## src/rtl/pixel_array_pkg.sv

```systemverilog
// Shared geometry of the pixel array and the readout FSM state encoding.
package pixel_array_pkg;

  localparam int PIXEL_ARRAY_WIDTH  = 3;
  localparam int PIXEL_ARRAY_HEIGHT = 3;
  localparam int PIXEL_BITS         = 8;

  // Readout FSM states
  typedef logic [2:0] state_t;
  localparam state_t ST_IDLE    = 3'd0;
  localparam state_t ST_SELECT  = 3'd1;
  localparam state_t ST_CAPTURE = 3'd2;
  localparam state_t ST_STREAM  = 3'd3;
  localparam state_t ST_FINISH  = 3'd4;

  // Index width for a counter over n positions; never narrower than one bit.
  function automatic int idx_bits(input int n);
    return (n > 1) ? $clog2(n) : 1;
  endfunction

endpackage

```

## src/rtl/pixel_row_serializer.sv

```systemverilog
// Holds one captured row and presents it as a valid/ready pixel stream, x=0 first.
module pixel_row_serializer #(
  parameter int WIDTH = 3,
  parameter int BITS  = 8,
  parameter int COL_W = 2
) (
  input  logic                   clk,
  input  logic                   rst_n,
  input  logic                   load,
  input  logic [WIDTH*BITS-1:0]  row_in,
  input  logic                   last_row,
  input  logic                   ready,
  output logic [BITS-1:0]        data,
  output logic [COL_W-1:0]       x,
  output logic                   valid,
  output logic                   last,
  output logic                   row_done
);

  localparam logic [COL_W-1:0] COL_LAST = COL_W'(WIDTH - 1);

  logic [WIDTH*BITS-1:0] row_reg;
  logic                  xfer;
  logic                  at_end;

  assign xfer     = valid && ready;
  assign at_end   = (x == COL_LAST);
  assign row_done = xfer && at_end;
  assign last     = valid && at_end && last_row;

  // Column mux: select the pixel slice addressed by the current column
  always_comb begin
    data = '0;
    for (int i = 0; i < WIDTH; i++) begin
      if (x == COL_W'(i)) data = row_reg[i*BITS +: BITS];
    end
  end

  // Row load and column advance; valid stays up until the last column transfers
  always_ff @(posedge clk or negedge rst_n) begin
    if (!rst_n) begin
      row_reg <= '0;
      x       <= '0;
      valid   <= 1'b0;
    end else if (load) begin
      row_reg <= row_in;
      x       <= '0;
      valid   <= 1'b1;
    end else if (xfer) begin
      if (at_end) valid <= 1'b0;
      else        x     <= x + COL_W'(1);
    end
  end

endmodule

```

## src/rtl/pixel_array_reader.sv

```systemverilog
// Row-side readout controller: selects one row at a time, lets the shared bus
// settle, captures it and hands it to the serializer. One START = one frame.
//
//  state   | meaning
//  --------+------------------------------------------------------------
//  IDLE    | waiting for START; READ low, no stream
//  SELECT  | READ one-hot on current row, settle counter running down
//  CAPTURE | READ still on; bus latched into the row register at cycle end
//  STREAM  | READ low; serializer presenting the row's pixels
//  FINISH  | one-cycle DONE pulse, then back to IDLE
module pixel_array_reader #(
  parameter int PIXEL_ARRAY_WIDTH  = pixel_array_pkg::PIXEL_ARRAY_WIDTH,
  parameter int PIXEL_ARRAY_HEIGHT = pixel_array_pkg::PIXEL_ARRAY_HEIGHT,
  parameter int PIXEL_BITS         = pixel_array_pkg::PIXEL_BITS,
  parameter int SETTLE_CYCLES      = 1,
  localparam int COL_W = pixel_array_pkg::idx_bits(PIXEL_ARRAY_WIDTH),
  localparam int ROW_W = pixel_array_pkg::idx_bits(PIXEL_ARRAY_HEIGHT)
) (
  input  logic                                    CLK,
  input  logic                                    RESET_N,
  input  logic                                    START,
  output logic                                    BUSY,
  output logic                                    DONE,
  output logic [PIXEL_ARRAY_HEIGHT-1:0]           READ,
  input  logic [PIXEL_ARRAY_WIDTH*PIXEL_BITS-1:0] DATA_IN,
  output logic [PIXEL_BITS-1:0]                   PIXEL_DATA,
  output logic [COL_W-1:0]                        PIXEL_X,
  output logic [ROW_W-1:0]                        PIXEL_Y,
  output logic                                    PIXEL_LAST,
  output logic                                    PIXEL_VALID,
  input  logic                                    PIXEL_READY
);

  import pixel_array_pkg::*;

  localparam int CNT_W = idx_bits(SETTLE_CYCLES);
  localparam logic [ROW_W-1:0] ROW_LAST    = ROW_W'(PIXEL_ARRAY_HEIGHT - 1);
  localparam logic [CNT_W-1:0] SETTLE_LOAD = CNT_W'(SETTLE_CYCLES - 1);

  state_t           state;
  state_t           state_nxt;
  logic [ROW_W-1:0] row;
  logic [CNT_W-1:0] settle_cnt;
  logic             selecting;
  logic             load;
  logic             last_row;
  logic             row_done;

  assign selecting = (state == ST_SELECT) || (state == ST_CAPTURE);
  assign load      = (state == ST_CAPTURE);
  assign last_row  = (row == ROW_LAST);
  assign BUSY      = (state != ST_IDLE);
  assign DONE      = (state == ST_FINISH);
  assign PIXEL_Y   = row;

  // Next-state decode
  always_comb begin
    state_nxt = state;
    case (state)
      ST_IDLE:    if (START) state_nxt = ST_SELECT;
      ST_SELECT:  if (settle_cnt == '0) state_nxt = ST_CAPTURE;
      ST_CAPTURE: state_nxt = ST_STREAM;
      ST_STREAM:  if (row_done) state_nxt = last_row ? ST_FINISH : ST_SELECT;
      ST_FINISH:  state_nxt = ST_IDLE;
      default:    state_nxt = ST_IDLE;
    endcase
  end

  // State register; async reset drops READ and VALID without waiting for a clock
  always_ff @(posedge CLK or negedge RESET_N) begin
    if (!RESET_N) state <= ST_IDLE;
    else          state <= state_nxt;
  end

  // Row index and settle down-counter, reloaded on each row entry into SELECT
  always_ff @(posedge CLK or negedge RESET_N) begin
    if (!RESET_N) begin
      row        <= '0;
      settle_cnt <= '0;
    end else if (state == ST_IDLE && START) begin
      row        <= '0;
      settle_cnt <= SETTLE_LOAD;
    end else if (state == ST_STREAM && row_done && !last_row) begin
      row        <= row + ROW_W'(1);
      settle_cnt <= SETTLE_LOAD;
    end else if (state == ST_SELECT && settle_cnt != '0) begin
      settle_cnt <= settle_cnt - CNT_W'(1);
    end
  end

  // One-hot row select, only while selecting or capturing
  always_comb begin
    READ = '0;
    for (int i = 0; i < PIXEL_ARRAY_HEIGHT; i++) begin
      READ[i] = selecting && (row == ROW_W'(i));
    end
  end

  pixel_row_serializer #(
    .WIDTH (PIXEL_ARRAY_WIDTH),
    .BITS  (PIXEL_BITS),
    .COL_W (COL_W)
  ) u_serializer (
    .clk      (CLK),
    .rst_n    (RESET_N),
    .load     (load),
    .row_in   (DATA_IN),
    .last_row (last_row),
    .ready    (PIXEL_READY),
    .data     (PIXEL_DATA),
    .x        (PIXEL_X),
    .valid    (PIXEL_VALID),
    .last     (PIXEL_LAST),
    .row_done (row_done)
  );

endmodule

```

## config.mk

```make
export PLATFORM = sky130hd
export DESIGN_NAME = pixel_array_reader
export DESIGN_NICKNAME = d
export VERILOG_FILES = /design/src/rtl/pixel_array_pkg.sv /design/src/rtl/pixel_row_serializer.sv /design/src/rtl/pixel_array_reader.sv
export SDC_FILE = /design/constraint.sdc
export NUM_CORES = 1
export LEC_CHECK = 0
export CAP_MARGIN = 30
export CORE_MARGIN = 3
export CORE_UTILIZATION = 51
export DETAILED_ROUTE_END_ITERATION = 6
export PLACE_DENSITY_LB_ADDON = 0.12
export RECOVER_POWER = 50
export SKIP_LAST_GASP = 1
export SLEW_MARGIN = 20
export SYNTH_ARGS = -nofsm -noshare
export SYNTH_HDL_FRONTEND = slang
export SYNTH_HIERARCHICAL = 1
export SYNTH_SLANG_ARGS = --single-unit
```

## constraint.sdc

```tcl
create_clock -name CLK -period 2.6 [get_ports CLK]
set_input_delay 0.26 -clock CLK [delete_from_list [all_inputs] [get_ports CLK]]
set_output_delay 0.26 -clock CLK [all_outputs]
set_load 0.05 [all_outputs]
```

---- Word-level counts from Yosys, hierarchy flattened ----
Index checks and enable logic that the tools add are counted.
Widths: inputs -> output; s select.
storage, ports and cells
  bits in registers ....................... 33
  bits of input ports ..................... 28
  word-level logic and storage cells ...... 64
cells by class
  add/sub/neg operators ................... 3
  eq/ne operators ......................... 12
  mux-type cells .......................... 19
  reduce and logical (&&, ||, !) cells .... 24
operator list
  kind                 count
  $mux 8               3
  $mux 3               4
  $pmux 3 s4           1
  $logic_and 1x1->1    11
  $mux 2               5
  $ne 2x2->1 const B   4
  $eq 3x2->1 const B   2
  $mux 1               6
  $reduce_bool 2->1    3
  $reduce_bool 3->1    2
  $add 2x1->2 const B  2
  $eq 2x1->1 const B   2
  $eq 2x2->1 const B   2
  $logic_not 2->1      2
  $reduce_and 2->1     2
  $eq 3x1->1 const B   1
  $eq 3x3->1 const B   1
  $logic_not 3->1      1
  $reduce_and 3->1     1
  $logic_not 1->1      1
  $logic_or 1x1->1     1
  $sub 1x1->1 const B  1

---- Depth between registers and ports, before layout ----
Gate-level depths: netlist of the first run.
  word-level depth ........................ 6
  gate-level depth with buffers ........... 7

---- By module ----
The synthesis of the first run kept the hierarchy.
by module, submodules not included
  module                times used  cells each  area an instance (um2)  seq. area each (um2)
  pixel_row_serializer  1           106         1322.5                  675.6
  pixel_array_reader    1           41          392.9                   150.1

---- Worst setup path after synthesis of the first run ----
No wires, ideal clock.
  path type ............................... register to output
  from .................................... reg u_serializer.x[1]
  to ...................................... out PIXEL_DATA[3]
  arrival ................................. 2.110 ns
  slack ................................... 0.230 ns
  cell stages (with the launch flop) ...... 6
  cells stage by stage .................... dfrtp_1 -> inv_1 -> ha_1 -> buf_2 -> nand3b_1 -> a21oi_1
between the ends
  word-level cells in the longest chain between the ends .. 4
  elaborated cells between the ends (all ways) .. 6
  those cells by class .................... 2 x eq/ne; 3 x mux; 1 x reduce/logical
RTL lines
  what                    RTL line                    RTL
  from (decl)             pixel_row_serializer.sv:14  output logic [COL_W-1:0] x,
  from (signal assigned)  pixel_row_serializer.sv:51  else x <= x + COL_W'(1);
  $logic_not 2->1         pixel_row_serializer.sv:35  if (x == COL_W'(i)) data = row_reg[i*BITS +: BITS];
  $mux 8 (2 in a row)     pixel_row_serializer.sv:35
  $mux 8 (*)              pixel_row_serializer.sv:35
  to (decl)               pixel_array_reader.sv:26    output logic [PIXEL_BITS-1:0] PIXEL_DATA,
Every way passes the cells marked *; elsewhere a longest branch is shown, timed or not.

---- Worst setup path in the final report of the first run ----
  from .................................... reg state[0]
  to ...................................... out READ[0]
between the ends
  word-level cells in the longest chain between the ends .. 3
  elaborated cells between the ends (all ways) .. 4
  those cells by class .................... 2 x eq/ne; 2 x reduce/logical
RTL lines
  what                                             RTL line                  RTL
  from (decl)                                      pixel_array_reader.sv:40  state_t state;
  from (signal assigned)                           pixel_array_reader.sv:72  else state <= state_nxt;
  $eq 3x1->1 / $eq 3x2->1 (equally long branches)  pixel_array_reader.sv:49  assign selecting = (state == ST_SELECT) || (state == ST_CAPTURE);
  $logic_or 1x1->1 (*)                             pixel_array_reader.sv:49
  $logic_and 1x1->1 (*)                            pixel_array_reader.sv:95  READ[i] = selecting && (row == ROW_W'(i));
  to (decl)                                        pixel_array_reader.sv:24  output logic [PIXEL_ARRAY_HEIGHT-1:0] READ,
Marked as above.

==> results.cfg, run 1 <==
[clock_tree]
clk_pin_slew_worst_paths_ns = 0.10
cts_htree_levels = 2
clock_sinks = 33
cts_hold_buf = 0
cts_resized = 0
cts_tree = built
postCtsSetupRepairBufs = 0
clk_latency_ns = 0.33
cts_buffers = 5
cts_root_buf = clkbuf_4
clock_tree.buffer_depth = 2

[timing]
hold_violations = 0
finalSetupTns_ns = 0
finalCriticalPeriod_ns = 2.366
rsz0062_at_grt = no
slew_viol_final = 34
maxSlewHeadroom_pct = -18.16
finalSetupViolations = 0
fin_crit_sh_pct = 91.00
fin_skew_ns = 0.004916
worstMarginPinSlew_ns = 1.772
fmax_ghz = 0.4227

[worst_setup_path]
worst_ep_required_time_ns = 2.34
critPathBufInv = 1
cp-endpoint = READ[0]
worstPathArrival_ns = 2.11
critPathKind = flip-flop to output pin
crit_start = state[0]
critPathMaxFanout = 10
reg2reg_from = state[2]
end_kind = output pin
cpMaxStageDelayCell = clkdlybuf4s50_1
path_cells = xnor2_1, nor2_1, and2_1, clkdlybuf4s50_1
reg2reg_depth = 4
worstSetupStartpointType = flip-flop
path_delay_family = buffers and inverters
cp.depth = 4
rrSetupSlack_ns = 0.74
r2r_end = u_serializer/row_reg[7]
slowest_delay_ns = 0.79

[floorplan]
die_x_um = 64.00
placementRows = 20
start_util_pct = 54.84
die_height_um = 64.00
dieArea_um2 = 4095
pin_count = 47
core_um2 = 3128

[flow_run]
drv_cap = 1

[cells_and_area]
drive_gt1_share_pct = 21.65
multi_input_area_um2 = 797.0
area_growth_pct = 28.15
final_cell_mix = clkdlybuf4s50_1, dfrtp_1, mux2_2, a21oi_1
ff_latch_area_um2 = 825.8
final_util_pct = 70.28
final_nets = 229
final_common_cell = clkdlybuf4s50_1
largest_register_ffs = 24
num-fill-cells = 258
num_antenna_cells = 0

[global_routing]
grt_util_all_layers_pct = 19.19
antenna_found_initial = 0
grt_overflow = 0
grt_pass1_wl_um = 5989
grt_pass1_vias = 1261
grt_max_degree = 34

[logic_synthesis]
synthDistinctLibCells = 28
synth_area_per_cell_um2 = 11.67
yosysSeqAreaShare_pct = 48.14
yosys_warnings = 6
synthCells = 147
ys_ff_latch = 33
synth_nets = 182
syn_area_um2 = 1715

[drt]
drt-pass1-iter-count = 5
drtIter0Drc = 39
vias = 1228
routedWlPerCell_um = 14.65
drt-total-wl_um = 3487
postRouteAntennaNets = 0
via_per_inst = 5.160
drc_errors = 0

[placed_design]
hpwl_um = 2508
port-buffer-count = 46
gp_congestion = 0.7158

[pwr]
ir_drop_mv = 0.8411
p_per_area_nw_per_um2 = 1393
power_leakage_nw = 0.9435

[run_status]
violations = capacitance limit, slew limit
status = complete, but fails checks

[worst_hold_path]
min-delay-path-class = flip-flop to flip-flop
-- worst reg2reg max path, delay by kind of cell, from the launching register on --
| family | cells | cell delay (ns) |
|---|---|---|
| muxes | 1 | 0.43 |
| DFF | 1 | 0.46 |
| buffers and inverters | 1 | 0.54 |
| and+or+nand+nor | 2 | 0.33 |
-- layout make-up --
cell class                      count  share of cell area [%]
Clock buffer                        7                   2.504
Inverter                            5                  0.8537
Multi-Input combinational cell    101                   36.25
Sequential cell                    33                   37.56
Tap cell                           44                   2.504
Timing Repair Buffer               48                   20.32
-- through the flow --
step	worst slack (ns)	std cells	hold WS, ns	power, mW	instance area, µm²
final	0.2340	238	0.5165	3.062	2198
after global routing	0.1509	238	0.5156	3.278	2198
after CTS	0.2136	238	0.3224	3.118	2217
after detailed placement	0.5942	231	0.4966	2.824	2162
after global placement	0.6552	231	0.4880	2.763	2162
after floorplan	0.2296	147	-0.03559	2.347	1715
-- cell families (layout without fill, tap and decap cells) --
group / count (synthesis) / in the layout / synth area share, %
XOR/XNOR: 1 / 1 / 0.5107
buffers and inverters: 13 / 60 / 4.813
adder cells (fa/ha/maj): 7 / 7 / 5.106
AO/OA/AOI/OAI: 19 / 19 / 5.835
AND/OR/NAND/NOR: 44 / 44 / 15.75
multiplexers: 30 / 30 / 19.84
flip-flops: 33 / 33 / 48.14
-- worst min-delay path by stage --
stage                        startpoint                        to  cells past startpoint
2_1_floorplan                   RESET_N                PIXEL_Y[0]                      0
3_3_place_gp    u_serializer/row_reg[5]   u_serializer/row_reg[5]                      1
3_5_place_dp   u_serializer/row_reg[10]  u_serializer/row_reg[10]                      1
4_1_cts                         RESET_N                PIXEL_Y[1]                      2
5_1_grt                     DATA_IN[23]  u_serializer/row_reg[23]                      2
6_report        u_serializer/row_reg[8]   u_serializer/row_reg[8]                      1
-- Yosys cell counts, drive strengths merged --
cell	instances	area, µm²
dfrtp	33	825.8
mux2	26	300.3
a21oi	17	85.08
nor2b	9	56.30
buf	8	63.80
nand3b	8	60.06
nor2	8	30.03
ha	7	87.58
inv	5	18.77
mux2i	4	40.04
nand2	4	15.01
and2	3	18.77
nand2b	3	18.77
and3	2	12.51
nor3b	2	15.01
a21o	1	7.510
and3b	1	8.760
nand3	1	5.000
nor3	1	10.01
o31ai	1	7.510
or3	1	6.260
or4b	1	13.76
xnor2	1	8.760
-- power breakdown --
| part | leakage (nW) | total (mW) | switching, mW | internal, mW |
|---|---|---|---|---|
| Clock | 0.0314 | 0.289 | 0.162 | 0.128 |
| Combinational | 0.520 | 1.84 | 1.10 | 0.741 |
| Sequential | 0.392 | 0.931 | 0.174 | 0.757 |
| Total | 0.944 | 3.06 | 1.44 | 1.62 |
-- layer usage --
metal	track usage [%]	vias up	part of all wire, %	routed length, µm
li1	-	598	-	-
met1	24.02	575	44	1545
met2	30.45	45	47	1637
met3	7.206	10	7.1	248
met4	6.469	0	1.6	55
met5	0	-	0	0
(Power assumes the default switching activity.)
==> run 2, diff against run 1 <==
--- a/config.mk
+++ b/config.mk
@@ -6,8 +6,10 @@
 export NUM_CORES = 1
 export LEC_CHECK = 0
 export CAP_MARGIN = 30
+export CELL_PAD_IN_SITES_DETAIL_PLACEMENT = 0
+export CELL_PAD_IN_SITES_GLOBAL_PLACEMENT = 1
 export CORE_MARGIN = 3
-export CORE_UTILIZATION = 51
+export CORE_UTILIZATION = 40
 export DETAILED_ROUTE_END_ITERATION = 6
 export PLACE_DENSITY_LB_ADDON = 0.12
 export RECOVER_POWER = 50
==> constraint.sdc (replaced) <==
create_clock -name CLK -period 3.05 [get_ports CLK]
set_input_delay 0.305 -clock CLK [delete_from_list [all_inputs] [get_ports CLK]]
set_output_delay 0.305 -clock CLK [all_outputs]
set_load 0.05 [all_outputs]
==> run 2 against run 1 <==
Against the previous run: the flow still finishes with violations (capacitance limit, slew limit); sequential power shrank 15%; design area grew 3.6%; global-route usage shrank 4.1 points; clock-buffer cell count is the same; flip-flop and latch count is the same; first-iteration DRC count grew 28%; core utilization shrank 14 points; critical path type unchanged.
==> results.cfg, run 2 (synthesis results as in run 1) <==
[run_status]
status = complete, but fails checks
violations = capacitance limit, slew limit

[timing]
worstMarginPinSlew_ns = 1.771
fmax_ghz = 0.3597
slew_viol_final = 64
rsz0062_at_grt = no
timing.final.ws_setup_ns = 0.2703
finalCriticalPeriod_ns = 2.780
fin_crit_sh_pct = 91.14
finalSetupTns_ns = 0
fin_skew_ns = 0.004779
whs_ns = 0.4896
maxSlewHeadroom_pct = -18.06
hold_violations = 0
finalSetupViolations = 0

[clock_tree]
cts_root_buf = clkbuf_8
clock_sinks = 33
clock_tree.buffer_depth = 2
clk_latency_ns = 0.28
cts_tree = built
cts_resized = 0
clk_pin_slew_worst_paths_ns = 0.07
cts_htree_levels = 2
cts_buffers = 5
postCtsSetupRepairBufs = 0
cts_hold_buf = 0

[placed_design]
hpwl_um = 2547
pre_cts_ws_ns = 0.5385
port-buffer-count = 46
place_area_um2 = 2180
gp_congestion = 0.7392
dp_cells = 236

[pwr]
power_frac_seq_pct = 28.2
swShare_pct = 43.80
power.internal_mw = 1.583
ir_drop_mv = 0.6013
pwr-share-clk_pct = 14.8
p_per_area_nw_per_um2 = 1236
combinationalPowerShare_pct = 57.0
p_sw_mw = 1.234
power_leakage_nw = 0.9511
p_total_mw = 2.817

[global_routing]
grt_overflow = 0
grt_pass1_wl_um = 5968
grt_max_degree = 34
grt_util_all_layers_pct = 15.05
antenna_found_initial = 0
grt_pass1_vias = 1301

[worst_setup_path]
cpMaxStageDelayCell = clkdlybuf4s50_1
path_delay_family = buffers and inverters
worst_ep_required_time_ns = 2.74
critPathMaxFanout = 18
end_kind = output pin
critPathBufInv = 2
crit_top_cell = a21oi_1
worstPathArrival_ns = 2.47
critPathKind = flip-flop to output pin
path_cells = inv_1, ha_1, a21oi_1, a21oi_1, clkdlybuf4s50_1
slowest_delay_ns = 0.82
worstSetupStartpointType = flip-flop

[cells_and_area]
final_nets = 228
final_cell_mix = clkdlybuf4s50_1, dfrtp_1, mux2_2, a21oi_1, nor2b_1
drive_gt1_share_pct = 17.01
final_util_pct = 56.15
post-route-cell-area_um2 = 2278
final_cell_count_no_fill = 244
num_antenna_cells = 0
largest_register_ffs = 24
area_growth_pct = 32.82
final_common_cell = clkdlybuf4s50_1

[drt]
drtIter0Drc = 50
drc_errors = 0
routedWlPerCell_um = 14.44
drt-total-wl_um = 3524
drt-pass1-iter-count = 4
postRouteAntennaNets = 0
via_per_inst = 5.107
vias = 1246

[flow_run]
drv_cap = 2

[floorplan]
die_x_um = 71.49
pin_count = 47
dieArea_um2 = 5110
placementRows = 23
start_util_pct = 42.28
core_um2 = 4058
die_height_um = 71.49

[worst_hold_path]
min-delay-path-class = primary input to async pin
-- run 2: changes by cell type in the layout (fill, tap and decap cells not counted), sizes merged --
cell           previous run  this run
bufinv                    0         1
buf                       9         0
dlygate4sd3               1         0
clkdlybuf4s50            36        45
-- run 2: routing by layer --
layer  part of all wire, %  wire [µm]  track usage (%)
met1                    43       1527            18.11
met2                    49       1724            25.20
met3                   6.7        235            5.189
met4                   1.0         37            5.010
met5                     0          0                0
-- run 2: power by group through the flow --
stage	sequential (mW)	clock (mW)	combinational [mW]
after floorplan	0.845	0	1.15
after global placement	0.793	0	1.62
after detailed placement	0.807	0	1.64
after CTS	0.799	0.434	1.64
after global routing	0.830	0.452	1.73
final	0.796	0.417	1.60
-- run 2: worst paths after layout --
| check | from | to | slack [ns] | cells after the start |
|---|---|---|---|---|
| hold reg to reg | u_serializer/row_reg[22] | u_serializer/row_reg[22] | 0.49 | 1 |
| setup reg to reg | state[1] | u_serializer/row_reg[10] | 0.60 | 4 |
| max in group asynchronous | RESET_N | u_serializer/row_reg[9] | 1.53 | 1 |
| setup / recovery | u_serializer/x[0] | PIXEL_DATA[2] | 0.27 | 5 |
| min in group CLK | u_serializer/row_reg[22] | u_serializer/row_reg[22] | 0.49 | 1 |
| hold / removal | RESET_N | u_serializer/row_reg[13] | 0.49 | 1 |
-- run 2: area by class of cell --
cell class / count / area, µm²
multi-input combinational: 101 / 797.0
clock inverter: 1 / 30.03
sequential: 33 / 825.8
clock buffer: 7 / 86.33
timing repair buffer: 47 / 457.9
fill: 369 / 1779
inverter: 5 / 18.77
tap: 50 / 62.56
==> run 3, diff against run 2 <==
--- a/config.mk
+++ b/config.mk
@@ -13,6 +13,7 @@
 export DETAILED_ROUTE_END_ITERATION = 6
 export PLACE_DENSITY_LB_ADDON = 0.12
 export RECOVER_POWER = 50
+export SKIP_CTS_REPAIR_TIMING = 1
 export SKIP_LAST_GASP = 1
 export SLEW_MARGIN = 20
 export SYNTH_ARGS = -nofsm -noshare
==> results of run 3 <==
The final DEF is identical to that of run 2; final timing and power are the same.
